[config.mk]
export PLATFORM = sky130hd
export DESIGN_NAME = ext_int_ctrl
export DESIGN_NICKNAME = d
export VERILOG_FILES = /design/src/rtl/ext_int_ctrl_pkg.sv /design/src/rtl/ext_int_gateway.sv /design/src/rtl/ext_int_ctrl.sv
export SDC_FILE = /design/constraint.sdc
export NUM_CORES = 1
export LEC_CHECK = 0
export BUFFER_PORTS_ARGS = -buffer_cell sky130_fd_sc_hd__buf_2
export CAP_MARGIN = 0
export CORE_AREA = 2 2 66 68
export DETAILED_ROUTE_END_ITERATION = 16
export DIE_AREA = 0 0 68 70
export GPL_ROUTABILITY_DRIVEN = 0
export PLACE_DENSITY = 0.8
export SYNTH_ARGS = -nofsm -noshare
export SYNTH_HDL_FRONTEND = slang
export SYNTH_SLANG_ARGS = --single-unit
export TNS_END_PERCENT = 10
[constraint.sdc]
create_clock -name clk -period 2.7 [get_ports clk]
set_input_delay 0.135 -clock clk [delete_from_list [all_inputs] [get_ports clk]]
set_output_delay 0.135 -clock clk [all_outputs]
set_load 0.02 [all_outputs]
[src/rtl/ext_int_ctrl_pkg.sv]
// Shared definitions for the external interrupt controller: FSM encoding,
// the "no interrupt" code and the default code width.
package ext_int_ctrl_pkg;

   localparam int CODE_W_DEF    = 8;
   localparam int INT_CODE_NONE = 0;

   typedef enum logic [1:0] {
      ST_IDLE    = 2'd0,
      ST_REQ     = 2'd1,
      ST_SERVICE = 2'd2
   } state_t;

endpackage

[src/rtl/ext_int_gateway.sv]
// Per-source interrupt gateway: optional 2-flop synchronizer (EXT_INT_SYNC_EN),
// edge/level detection and a pending flop where set beats claim-clear.
module ext_int_gateway (
   input  logic clk,
   input  logic rst,
   input  logic i_irq,
   input  logic i_trig_mode,
   input  logic i_claim,
   output logic o_pending
);

   logic w_irq_s;
   logic r_prev;
   logic r_pending;
   logic w_set;

`ifdef EXT_INT_SYNC_EN
   logic r_sync1;
   logic r_sync2;

   always_ff @(posedge clk or posedge rst) begin
      if (rst) begin
         r_sync1 <= 1'b0;
         r_sync2 <= 1'b0;
      end else begin
         r_sync1 <= i_irq;
         r_sync2 <= r_sync1;
      end
   end

   assign w_irq_s = r_sync2;
`else
   assign w_irq_s = i_irq;
`endif

   // Edge mode needs a rising transition; level mode sets while high.
   assign w_set = i_trig_mode ? (w_irq_s & ~r_prev) : w_irq_s;

   always_ff @(posedge clk or posedge rst) begin
      if (rst) begin
         r_prev    <= 1'b0;
         r_pending <= 1'b0;
      end else begin
         r_prev    <= w_irq_s;
         r_pending <= w_set | (r_pending & ~i_claim);
      end
   end

   assign o_pending = r_pending;

endmodule

[src/rtl/ext_int_ctrl.sv]
// External interrupt controller top: per-source gateways, fixed-priority
// arbiter (lowest index wins) and claim/complete FSM. Option: EXT_INT_SYNC_EN.
module ext_int_ctrl
   import ext_int_ctrl_pkg::*;
#(
   parameter int NUM_SRC = 16,
   parameter int CODE_W  = CODE_W_DEF
) (
   input  logic                clk,
   input  logic                rst,
   input  logic [NUM_SRC-1:0]  irq_src,
   input  logic [NUM_SRC-1:0]  trig_mode,
   input  logic [NUM_SRC-1:0]  int_enable,
   input  logic                int_claim,
   input  logic                int_complete,
   output logic                peripheral_int,
   output logic [CODE_W-1:0]   peripheral_int_code,
   output logic [NUM_SRC-1:0]  pending,
   output logic                in_service
);

   state_t              r_state, w_state_nxt;
   logic [CODE_W-1:0]   r_code, w_code_nxt;
   logic [CODE_W-1:0]   w_win_code;
   logic [NUM_SRC-1:0]  w_pending;
   logic [NUM_SRC-1:0]  w_cand;
   logic [NUM_SRC-1:0]  w_lat_sel;
   logic [NUM_SRC-1:0]  w_claim_vec;
   logic                w_lat_live;

   genvar g;
   generate
      for (g = 0; g < NUM_SRC; g++) begin : g_src
         // One-hot view of the latched code so the claim clears only that source.
         assign w_lat_sel[g]   = (r_code == CODE_W'(g + 1));
         assign w_claim_vec[g] = (r_state == ST_REQ) & int_claim & w_lat_sel[g];

         ext_int_gateway u_gw (
            .clk         (clk),
            .rst         (rst),
            .i_irq       (irq_src[g]),
            .i_trig_mode (trig_mode[g]),
            .i_claim     (w_claim_vec[g]),
            .o_pending   (w_pending[g])
         );
      end
   endgenerate

   assign w_cand     = w_pending & int_enable;
   assign w_lat_live = |(w_cand & w_lat_sel);

   always_comb begin
      w_win_code = CODE_W'(INT_CODE_NONE);
      for (int i = NUM_SRC - 1; i >= 0; i--) begin
         if (w_cand[i]) w_win_code = CODE_W'(i + 1);
      end
   end

   always_ff @(posedge clk or posedge rst) begin
      if (rst) begin
         r_state <= ST_IDLE;
         r_code  <= CODE_W'(INT_CODE_NONE);
      end else begin
         r_state <= w_state_nxt;
         r_code  <= w_code_nxt;
      end
   end

   always_comb begin
      w_state_nxt = r_state;
      w_code_nxt  = r_code;
      case (r_state)
         ST_IDLE: begin
            if (|w_cand) begin
               w_code_nxt  = w_win_code;
               w_state_nxt = ST_REQ;
            end else begin
               w_code_nxt  = CODE_W'(INT_CODE_NONE);
            end
         end
         ST_REQ: begin
            // A claim takes precedence over a same-cycle enable drop.
            if (int_claim) begin
               w_state_nxt = ST_SERVICE;
            end else if (!w_lat_live) begin
               w_code_nxt  = CODE_W'(INT_CODE_NONE);
               w_state_nxt = ST_IDLE;
            end
         end
         ST_SERVICE: begin
            if (int_complete) begin
               w_code_nxt  = CODE_W'(INT_CODE_NONE);
               w_state_nxt = ST_IDLE;
            end
         end
         default: begin
            w_code_nxt  = CODE_W'(INT_CODE_NONE);
            w_state_nxt = ST_IDLE;
         end
      endcase
   end

   assign peripheral_int      = (r_state == ST_REQ);
   assign in_service          = (r_state == ST_SERVICE);
   assign peripheral_int_code = r_code;
   assign pending             = w_pending;

endmodule

==> results.tsv, run 1 <==
metric	value	unit
worst path cell trace	or2b_1 > o22ai_1 > o21ai_2 > o211ai_2 > nor2_2 > o32ai_1	
Syn Std Cell Area	0.00209	mm^2
die area	0.00476	mm^2
skew final	0.00580	ns
Critical-path top delay cell	dfrtp_1	
status	complete, no violations	
post-DR vias/cell	5.47	
Final Hold Vio Count	0	
fin area	0.00261	mm^2
# port buffers	74	
fin crit period	1.93	ns
final worst-path cycle share	71.6	%
# IOs	78	
drt first pass iters	4	
dpl ws	0.804	ns
Synth Instances	222	
largest net degree at the start of global routing	40	
worst setup margin	0.766	ns
combinational share of power	31.6	%
initial antenna violation count	0	
share of flip-flops with an asynchronous set or reset	100	%
first-pass GRT wire length	8200	um
post-synth top area cell	dfrtp_1	
drt first-iter violations	125	
average wire per standard cell	14.4	um
Sw Share	37.0	%
VDD IR max	325	uV
RR Startpoint	peripheral_int_code[3]	
CTS tree	built	
Critical Path Max Stage Delay	0.71	ns
P_int	0.00101	W
via count of the first global-routing pass	1787	
top cells by area, synth	dfrtp_1, nand2_1, buf_4	
Max clock buf depth	2	
worst hold path type	input port to flip-flop	
vias	1927	
WP buf/inv	0	
slew margin rel.	62.1	%
worst-path fanout max	22	
sequential share of the synthesized area	46.7	%
# DRC	0	
most common cell after layout, fill and taps aside	buf_2	
kind of start point of the critical path	flip-flop	
Ant. Diodes	0	
leak pwr	1.15	nW
chip width	68	um
Yosys cell types	44	
Power Density	614	mW/mm^2
area post-placement	0.00235	mm^2
share of layout cells above drive strength 1	31.7	%
Reg2Reg Capture Point	peripheral_int_code[2]	
Die Ht	70	um
synthesized area per cell	9.42	um^2
P_sw	0.000592	W
final WL	5050	um
Hold Path End	r_state[0]	
hold_sp	int_claim	
synthesized flop and latch total	39	
Initial Utilization	50.5	%
clk sinks	39	
H-tree Lvls	2	
Overall Global Routing Usage	22.9	%
worst slew pin tran	0.568	ns
core footprint	0.00414	mm^2
Fin Setup TNS	0	ns
Synth warnings	0	
max-slew violation count	0	
Seq pwr share	44.6	%
Top Family by Delay on Critical Path	compound AO/OA/AOI/OAI gates	
RSZ-0062 raised after global routing	no	
Root Driver	clkbuf_8	
Worst Path Arrival	2.13	ns
post-route ant nets	0	
final-stage net count	351	
total gr overflow	0	
FP Rows	24	
HPWL after DPL	3760	um
max-cap violation count	0	
commonest cells after routing, fill and taps aside	buf_2, nand2_1, dfrtp_1	
setup slack, reg-to-reg	0.77	ns
CTS buffer count	5	
hold path depth	2	
most common flop cell mapped by yosys	dfrtp_1	
Power Total	0.00160	W
f_max	0.517	GHz
worst skew pair latency	0.29	ns
post-cts resize count	0	
CTS clk-pin slew, worst paths	0.07	ns
final setup fails	0	
EDFF count, synth	0	
Yosys top cell area share	46.7	%
critical path type	flip-flop to flip-flop	
Clk network pwr share	23.8	%
Layout area overhead	24.6	%
Setup crit end kind	flip-flop	
FF-to-FF path depth	6	
Worst Path Required	2.90	ns
Levels on crit path	6	
# Post-CTS Setup Buffers	0	
## area by class of cell
cell class              instances  area [um^2]
well taps                      52         65.1
clock inverters                 1         5.00
fillers                       368         1540
multi-input cells             156          916
flip-flops and latches         39          976
clock buffers                   7         76.3
inverters                       5         18.8
repair buffers                 92          548
## sequential cells by signal, summed over array words and instances (netlist names)
name,cells
g_src.u_gw.r_prev,16
r_state,2
g_src.u_gw.o_pending,16
peripheral_int_code,5
## metrics by stage
| stage | hold slack, ns | utilization (%) | std cells |
|---|---|---|---|
| floorplan | 0.166 | - | 224 |
| global placement | 0.259 | 56.8 | 327 |
| detailed placement | 0.261 | 56.8 | 327 |
| CTS | 0.0577 | 62.9 | 352 |
| global route | 0.0608 | 62.9 | 352 |
| finish | 0.0600 | 62.9 | 352 |
## power by group through the flow
stage / clock (W) / sequential [W] / combinational, W
5_1_grt: 0.000410 / 0.000726 / 0.000551
3_3_place_gp: 0 / 0.000723 / 0.000474
4_1_cts: 0.000385 / 0.000714 / 0.000501
3_5_place_dp: 0 / 0.000726 / 0.000482
6_report: 0.000380 / 0.000714 / 0.000505
2_1_floorplan: 0 / 0.000709 / 0.000371
## kinds of logic (layout without fill, tap and decap cells)
logic type      Yosys count  count (layout)  synth area share (%)
compound gates           52              52                  19.4
buf+inv                  29             105                  9.87
flops                    39              39                  46.7
other cells               1               3                 0.179
simple gates            101             101                  23.9
## worst max-delay path by stage
stage	from	end	slack, ns
6_report	peripheral_int_code[3]	peripheral_int_code[2]	0.77
5_1_grt	r_state[1]	g_src[14].u_gw.o_pending	0.64
4_1_cts	r_state[1]	g_src[11].u_gw.o_pending	0.79
3_5_place_dp	r_state[1]	g_src[11].u_gw.o_pending	0.80
3_3_place_gp	r_state[1]	g_src[11].u_gw.o_pending	0.84
2_1_floorplan	peripheral_int_code[3]	peripheral_int_code[2]	1.11
## per-layer routing
metal | global-route usage (%) | wire length (um) | vias up
li1 | - | - | 928
met4 | 7.33 | 58 | 0
met5 | 0 | 0 | -
met2 | 36.2 | 2490 | 76
met3 | 5.48 | 325 | 7
met1 | 30.7 | 2180 | 916
## cells in the mapped netlist (all sizes together) (3+ instances only)
library cell and count:
buf 24, nand2 51, nand3b 3, dfrtp 39
nor3 4, a22oi 3, nor2b 3, nand4 3
o21ai 12, o32ai 3, nand3 15, nor2 12
a21oi 4, nand2b 3, inv 5, a22o 16
## timing repair
item | CTS | global route
setup endpoints to repair | 0 | 0
hold buffers | 17 | 0
endpoints found under the hold margin | 55 | 0
Note: power is estimated with default switching activity, not from simulation.
==> run 2, diff against run 1 <==
- ABC_AREA: default -> 1
- CORE_AREA: 2 2 66 68 -> 2 2 71 73
- DIE_AREA: 0 0 68 70 -> 0 0 73 75
- PLACE_DENSITY: 0.8 -> 0.69
- clock period: 2.7 -> 1.6 ns (I/O delays scaled with it)
==> run 2 against run 1 <==
Against the previous run: the run now ends with setup timing left; first-iteration DRC count shrank 2.4%; register-to-register slack lost 0.78 ns; count of clock-buffer cells in the layout grew 1; clock power grew 91%; largest power group unchanged; synthesized cell count grew 15%; final cell count grew 14%; flip-flop and latch count is the same; critical path depth grew 5.
==> results.tsv, run 2 <==
metric	value	unit	change
status	complete, but fails checks		
violated checks	setup timing		
worst setup margin	-0.0143	ns	-0.781 ns
hold path depth	4		+2
vias	1929		+0.10%
total gr overflow	0		unchanged
f_max	0.619	GHz	+20%
P_int	0.00187	W	+85%
Synth top cells by count	nand2_1, dfrtp_1, buf_4, nor2_1, o21ai_0		
first-pass GRT wire length	8050	um	-1.9%
top cells by area, synth	dfrtp_1, nand2_1, buf_4		
clk sinks	39		unchanged
Synth warnings	0		unchanged
RSZ-0062 raised after global routing	yes		
worst hold path type	input port to flip-flop		
leak pwr	1.32	nW	+15%
RR Startpoint	peripheral_int_code[0]		
FF-to-FF path depth	11		+5
largest net degree at the start of global routing	40		unchanged
final worst-path cycle share	101	%	+29 points
most used cell, CP	nand2_1		
kind of start point of the critical path	flip-flop		
max-slew violation count	0		unchanged
Overall Global Routing Usage	19.4	%	-3.5 points
Seq pwr share	40.5	%	-4.1 points
Filler Cell Count	432		+17%
most common cell after layout, fill and taps aside	nand2_1		
multi-input logic area	865	um^2	-5.6%
Max clock buf depth	2		unchanged
HPWL after DPL	3740	um	-0.70%
average wire per standard cell	12.4	um	-14%
Worst Path Required	1.78	ns	-1.12 ns
Layout area overhead	38.2	%	
VDD IR max	545	uV	+68%
Root Driver	clkbuf_8		
Critical Path Max Stage Delay	0.45	ns	-0.26 ns
drt first pass iters	4		unchanged
post-synth top area cell	dfrtp_1		
combinational share of power	34.3	%	+2.7 points
final WL	4980	um	-1.5%
hold_sp	trig_mode[0]		
final-stage net count	398		+13%
commonest cells after routing, fill and taps aside	nand2_1, buf_2, dfrtp_1		
initial antenna violation count	0		unchanged
Clk network pwr share	25.1	%	+1.3 points
# port buffers	74		unchanged
synthesized flop and latch total	39		unchanged
worst skew pair latency	0.29	ns	about the same
EDFF count, synth	0		unchanged
CTS clk-pin slew, worst paths	0.07	ns	about the same
Initial Utilization	42.0	%	-8.4 points
Die Ht	75	um	+7.1%
Power Total	0.00289	W	+80%
P_sw	0.00102	W	+72%
# IOs	78		unchanged
H-tree Lvls	2		unchanged
Syn Std Cell Area	0.00196	mm^2	-6.3%
max-cap violation count	0		unchanged
Yosys cell types	22		-50%
Hold Path End	g_src[0].u_gw.o_pending		
CTS buffer count	5		unchanged
post-route ant nets	0		unchanged
worst-path fanout max	5		-77%
Final Hold Vio Count	0		unchanged
synthesized area per cell	7.65	um^2	-19%
most common flop cell mapped by yosys	dfrtp_1		
Worst Path Arrival	1.80	ns	-0.33 ns
Synth Instances	256		+15%
worst path cell trace	buf_12 > nand2_1 > nor2_4 > nand2_1 > o22ai_1 > nor2_1 > nand4_1 > nand2_1 > nand3_2 > nand2_1 > o21ai_1		
critical path type	flip-flop to flip-flop		
FP Rows	25		+4.2%
setup slack, reg-to-reg	-0.01	ns	-0.78 ns
share of layout cells above drive strength 1	32.0	%	+0.32 points
fin crit period	1.61	ns	-0.319 ns
Non-Filler Instances	401		+14%
chip width	73	um	+7.4%
skew final	0.00627	ns	+0.000467 ns
Critical-path top delay cell	dfrtp_2		
Sw Share	35.4	%	-1.7 points
Power Density	1070	mW/mm^2	+74%
via count of the first global-routing pass	1831		+2.5%
DP Cell Count	374		+14%
sequential share of the synthesized area	49.8	%	+3.2 points
die area	0.00548	mm^2	+15%
core footprint	0.00466	mm^2	+12%
drt first-iter violations	122		-2.4%
Reg2Reg Capture Point	peripheral_int_code[1]		
top-count cell post-synth	nand2_1		
CTS tree	built		
# DRC	0		unchanged
share of flip-flops with an asynchronous set or reset	100	%	unchanged
final setup fails	3		+3
area occupied by registers	978	um^2	+0.26%
Yosys top cell area share	49.8	%	+3.2 points
Ant. Diodes	0		unchanged
post-DR vias/cell	4.81		-12%
Setup crit end kind	flip-flop		
[run 2: power by group through the flow]
| stage | Combinational, W | Sequential, W | Clock (W) |
|---|---|---|---|
| after CTS | 0.000867 | 0.00116 | 0.000745 |
| after floorplan | 0.000496 | 0.00119 | 0 |
| final | 0.000991 | 0.00117 | 0.000726 |
| after global placement | 0.000812 | 0.00117 | 0 |
| after detailed placement | 0.000821 | 0.00117 | 0 |
| after global routing | 0.00109 | 0.00118 | 0.000775 |
[run 2: worst max-delay path by stage]
stage / start / end / slack (ns) / depth (start not counted)
floorplan: r_state[1] / g_src[0].u_gw.o_pending / 0.09 / 5
global placement: peripheral_int_code[1] / peripheral_int_code[1] / -0.006 / 11
detailed placement: peripheral_int_code[1] / peripheral_int_code[1] / 0.02 / 11
CTS: peripheral_int_code[4] / peripheral_int_code[1] / 0.0005 / 10
global route: peripheral_int_code[0] / peripheral_int_code[2] / -0.13 / 11
finish: peripheral_int_code[0] / peripheral_int_code[1] / -0.01 / 11
[run 2: kinds of logic (layout without fill, tap and decap cells)]
kind of cell           after synthesis  count (layout)  synth area share [%]
AOI/OAI and AO/OA                   30              30                  8.56
DFF                                 39              39                  49.8
and+or+nand+nor                    153             153                  31.4
buffers and inverters               33             122                  9.97
other                                1               3                 0.192
[run 2: routing by layer]
| layer | wire length (um) | vias up | track usage (%) | part of all wire, % |
|---|---|---|---|---|
| li1 | - | 975 | - | - |
| met1 | 2140 | 876 | 24.5 | 43 |
| met2 | 2460 | 65 | 32.4 | 49 |
| met3 | 265 | 13 | 4.02 | 5.3 |
| met4 | 120 | 0 | 8.23 | 2.4 |
| met5 | 0 | - | 0 | 0 |
[run 2: what timing repair did]
item	in CTS	in global routing
gates cloned	0	0
endpoints found under the setup margin	1	6
endpoints found under the hold margin	59	0
pin swaps	0	9
setup buffers	0	2
resized for setup	2	21
hold buffers	17	0
[run 2: per-stage QoR]
step,hold slack (ns),TNS [ns],instance area [um^2],setup slack [ns],util [%]
floorplan,0.111,0,1970,0.0928,-
global placement,0.202,-0.00886,2330,-0.00630,50.0
detailed placement,0.202,0,2330,0.0157,50.0
CTS,0.0216,0,2610,0.000535,56.0
global route,0.0257,-0.564,2710,-0.126,58.1
finish,0.0260,-0.0354,2710,-0.0143,58.1
[run 2: area by class of cell]
type                       instances  area share (%)
sequential                        39            36.2
multi-input combinational        186            31.9
timing repair buffer             101            23.8
clock buffer                       8            3.70
tap                               54            2.50
inverter                          13            1.90
[run 2: worst max-delay path: cells and delay by family (launching register included)]
kind	cells	cell delay, ns
AO/OA/AOI/OAI	2	0.14
buffers and inverters	1	0.14
flip-flops	1	0.45
AND/OR/NAND/NOR	8	0.78
==> run 3, diff against run 2 <==
==> constraint.sdc (replaced) <==
create_clock -name clk -period 1.6 [get_ports clk]
set_input_delay 0.24 -clock clk [delete_from_list [all_inputs] [get_ports clk]]
set_output_delay 0.24 -clock clk [all_outputs]
set_load 0.02 [all_outputs]
==> run 3 against run 2 <==
Against the previous run: sequential power is essentially flat; routed wire length shrank 2.8%; global-route usage shrank 0.11 points; first-iteration DRC count shrank 25%; the run now ends clean; worst hold slack better by 0.025 ns; final cell count decreased by 3.7%; die area unchanged; clock power is 0.7% higher; count of clock-buffer cells in the layout unchanged; clock skew shrank 0.0030 ns; worst setup slack better by 0.045 ns; register-to-register slack gained 0.04 ns.
==> results.tsv, run 3 (synthesis results as in run 2) <==
metric	value	unit	change
final-stage net count	383		-3.8%
chip width	73	um	unchanged
Overall Global Routing Usage	19.3	%	-0.11 points
Power Density	1140	mW/mm^2	+6.9%
Layout area overhead	29.4	%	
dpl ws	-0.0280	ns	-0.0436 ns
worst slew pin tran	0.503	ns	
commonest cells after routing, fill and taps aside	nand2_1, buf_2, dfrtp_1		
FP Rows	25		unchanged
H-tree Lvls	2		unchanged
Worst Path Required	1.79	ns	about the same
fin crit period	1.57	ns	-0.0448 ns
slew margin rel.	66.5	%	
clk sinks	39		unchanged
post-route ant nets	0		unchanged
worst-path fanout max	5		unchanged
drt first-iter violations	92		-25%
initial antenna violation count	0		unchanged
largest net degree at the start of global routing	40		unchanged
Hold-fix buffers, CTS	0		-17
final setup fails	0		-3
worst setup margin	0.0305	ns	+0.0448 ns
# port buffers	74		unchanged
DP Cell Count	374		unchanged
f_max	0.637	GHz	+2.9%
worst hold path type	input port to asynchronous set/reset pin		
first-pass GRT wire length	7940	um	-1.4%
Fin Setup TNS	0	ns	+0.0354 ns
total gr overflow	0		unchanged
leak pwr	1.26	nW	-4.9%
via count of the first global-routing pass	1762		-3.8%
core footprint	0.00466	mm^2	unchanged
max-cap violation count	0		unchanged
RSZ-0062 raised after global routing	yes		
critical path type	flip-flop to flip-flop		
Root Driver	clkbuf_8		
final worst-path cycle share	98.1	%	-2.8 points
average wire per standard cell	12.5	um	+1.0%
Final Hold Vio Count	0		unchanged
die area	0.00548	mm^2	unchanged
kind of start point of the critical path	flip-flop		
share of layout cells above drive strength 1	34.6	%	+2.7 points
CTS clk-pin slew, worst paths	0.07	ns	about the same
Die Ht	75	um	unchanged
drt first pass iters	4		unchanged
max-slew violation count	0		unchanged
post-DR vias/cell	4.79		-0.37%
VDD IR max	578	uV	+5.9%
Worst Path Arrival	1.76	ns	-0.04 ns
Initial Utilization	42.0	%	unchanged
status	complete, no violations		
Non-Filler Instances	386		-3.7%
HPWL after DPL	3750	um	+0.26%
# IOs	78		unchanged
worst skew pair latency	0.29	ns	about the same
most common cell after layout, fill and taps aside	nand2_1		
Max clock buf depth	2		unchanged
skew final	0.00326	ns	-0.00301 ns
Setup crit end kind	flip-flop		
# DRC	0		unchanged
vias	1850		-4.1%
final WL	4840	um	-2.8%
CTS buffer count	5		unchanged
CTS tree	built		
Ant. Diodes	0		unchanged
## run 3: cell types whose count changed in the layout (fill, tap and decap cells not counted), sizes merged
cell and delta:
dlygate4sd3 -17, buf +2
## run 3: per-stage QoR
stage	power (W)	instance area [um^2]	hold slack (ns)	utilization, %
finish	0.00289	2530	0.0513	54.4
global route	0.00307	2530	0.0467	54.4
CTS	0.00280	2470	0.0497	53.0
detailed placement	0.00199	2330	0.362	50.0
global placement	0.00198	2330	0.362	50.0
floorplan	0.00169	1970	0.271	-
## run 3: layer usage
layer	share of wire (%)	track usage (%)
met4	2.6	9.26
met5	0	0
met1	43	23.9
met3	5.3	4.82
met2	49	31.6
## run 3: report_power, final
group          leakage, nW  total [W]  internal [W]  switching, W
Clock               0.0515   0.000731      0.000393      0.000338
Combinational        0.791   0.000988      0.000389      0.000599
Sequential           0.417    0.00117       0.00108     0.0000916
## run 3: repair_timing
item | CTS | global route
gates resized for setup | 10 | 15
setup endpoints to repair | 5 | 6
buffers inserted | 2 | 2
pin swaps | 3 | 3
## run 3: path summary, 6_finish.rpt
path                                   startpoint                        to  slack (ns)  depth (start not counted)
min in group clk                       irq_src[7]      g_src[7].u_gw.r_prev        0.06                          1
max in group asynchronous                     rst    peripheral_int_code[1]        1.17                          3
max                        peripheral_int_code[2]    peripheral_int_code[4]        0.03                         11
max reg2reg                peripheral_int_code[2]    peripheral_int_code[4]        0.03                         11
min                                           rst      g_src[9].u_gw.r_prev        0.05                          3
min reg2reg                 g_src[15].u_gw.r_prev  g_src[15].u_gw.o_pending        0.49                          3
## run 3: critical path: stages (launching register included)
cell,delay (ns)
dfrtp_1,0.43
inv_2,0.09
nor2_1,0.06
buf_4,0.15
nand2_1,0.09
o21ai_1,0.06
nor2_1,0.12
nand4_1,0.12
nand2_2,0.12
nand3_4,0.10
nand2_1,0.09
o21ai_2,0.05
## run 3: area by class of cell
class / count / area, um^2
clock buffer: 8 / 100
fill: 481 / 2130
inverter: 13 / 51.3
multi-input combinational: 186 / 856
sequential: 39 / 978
tap: 54 / 67.6
timing repair buffer: 86 / 480
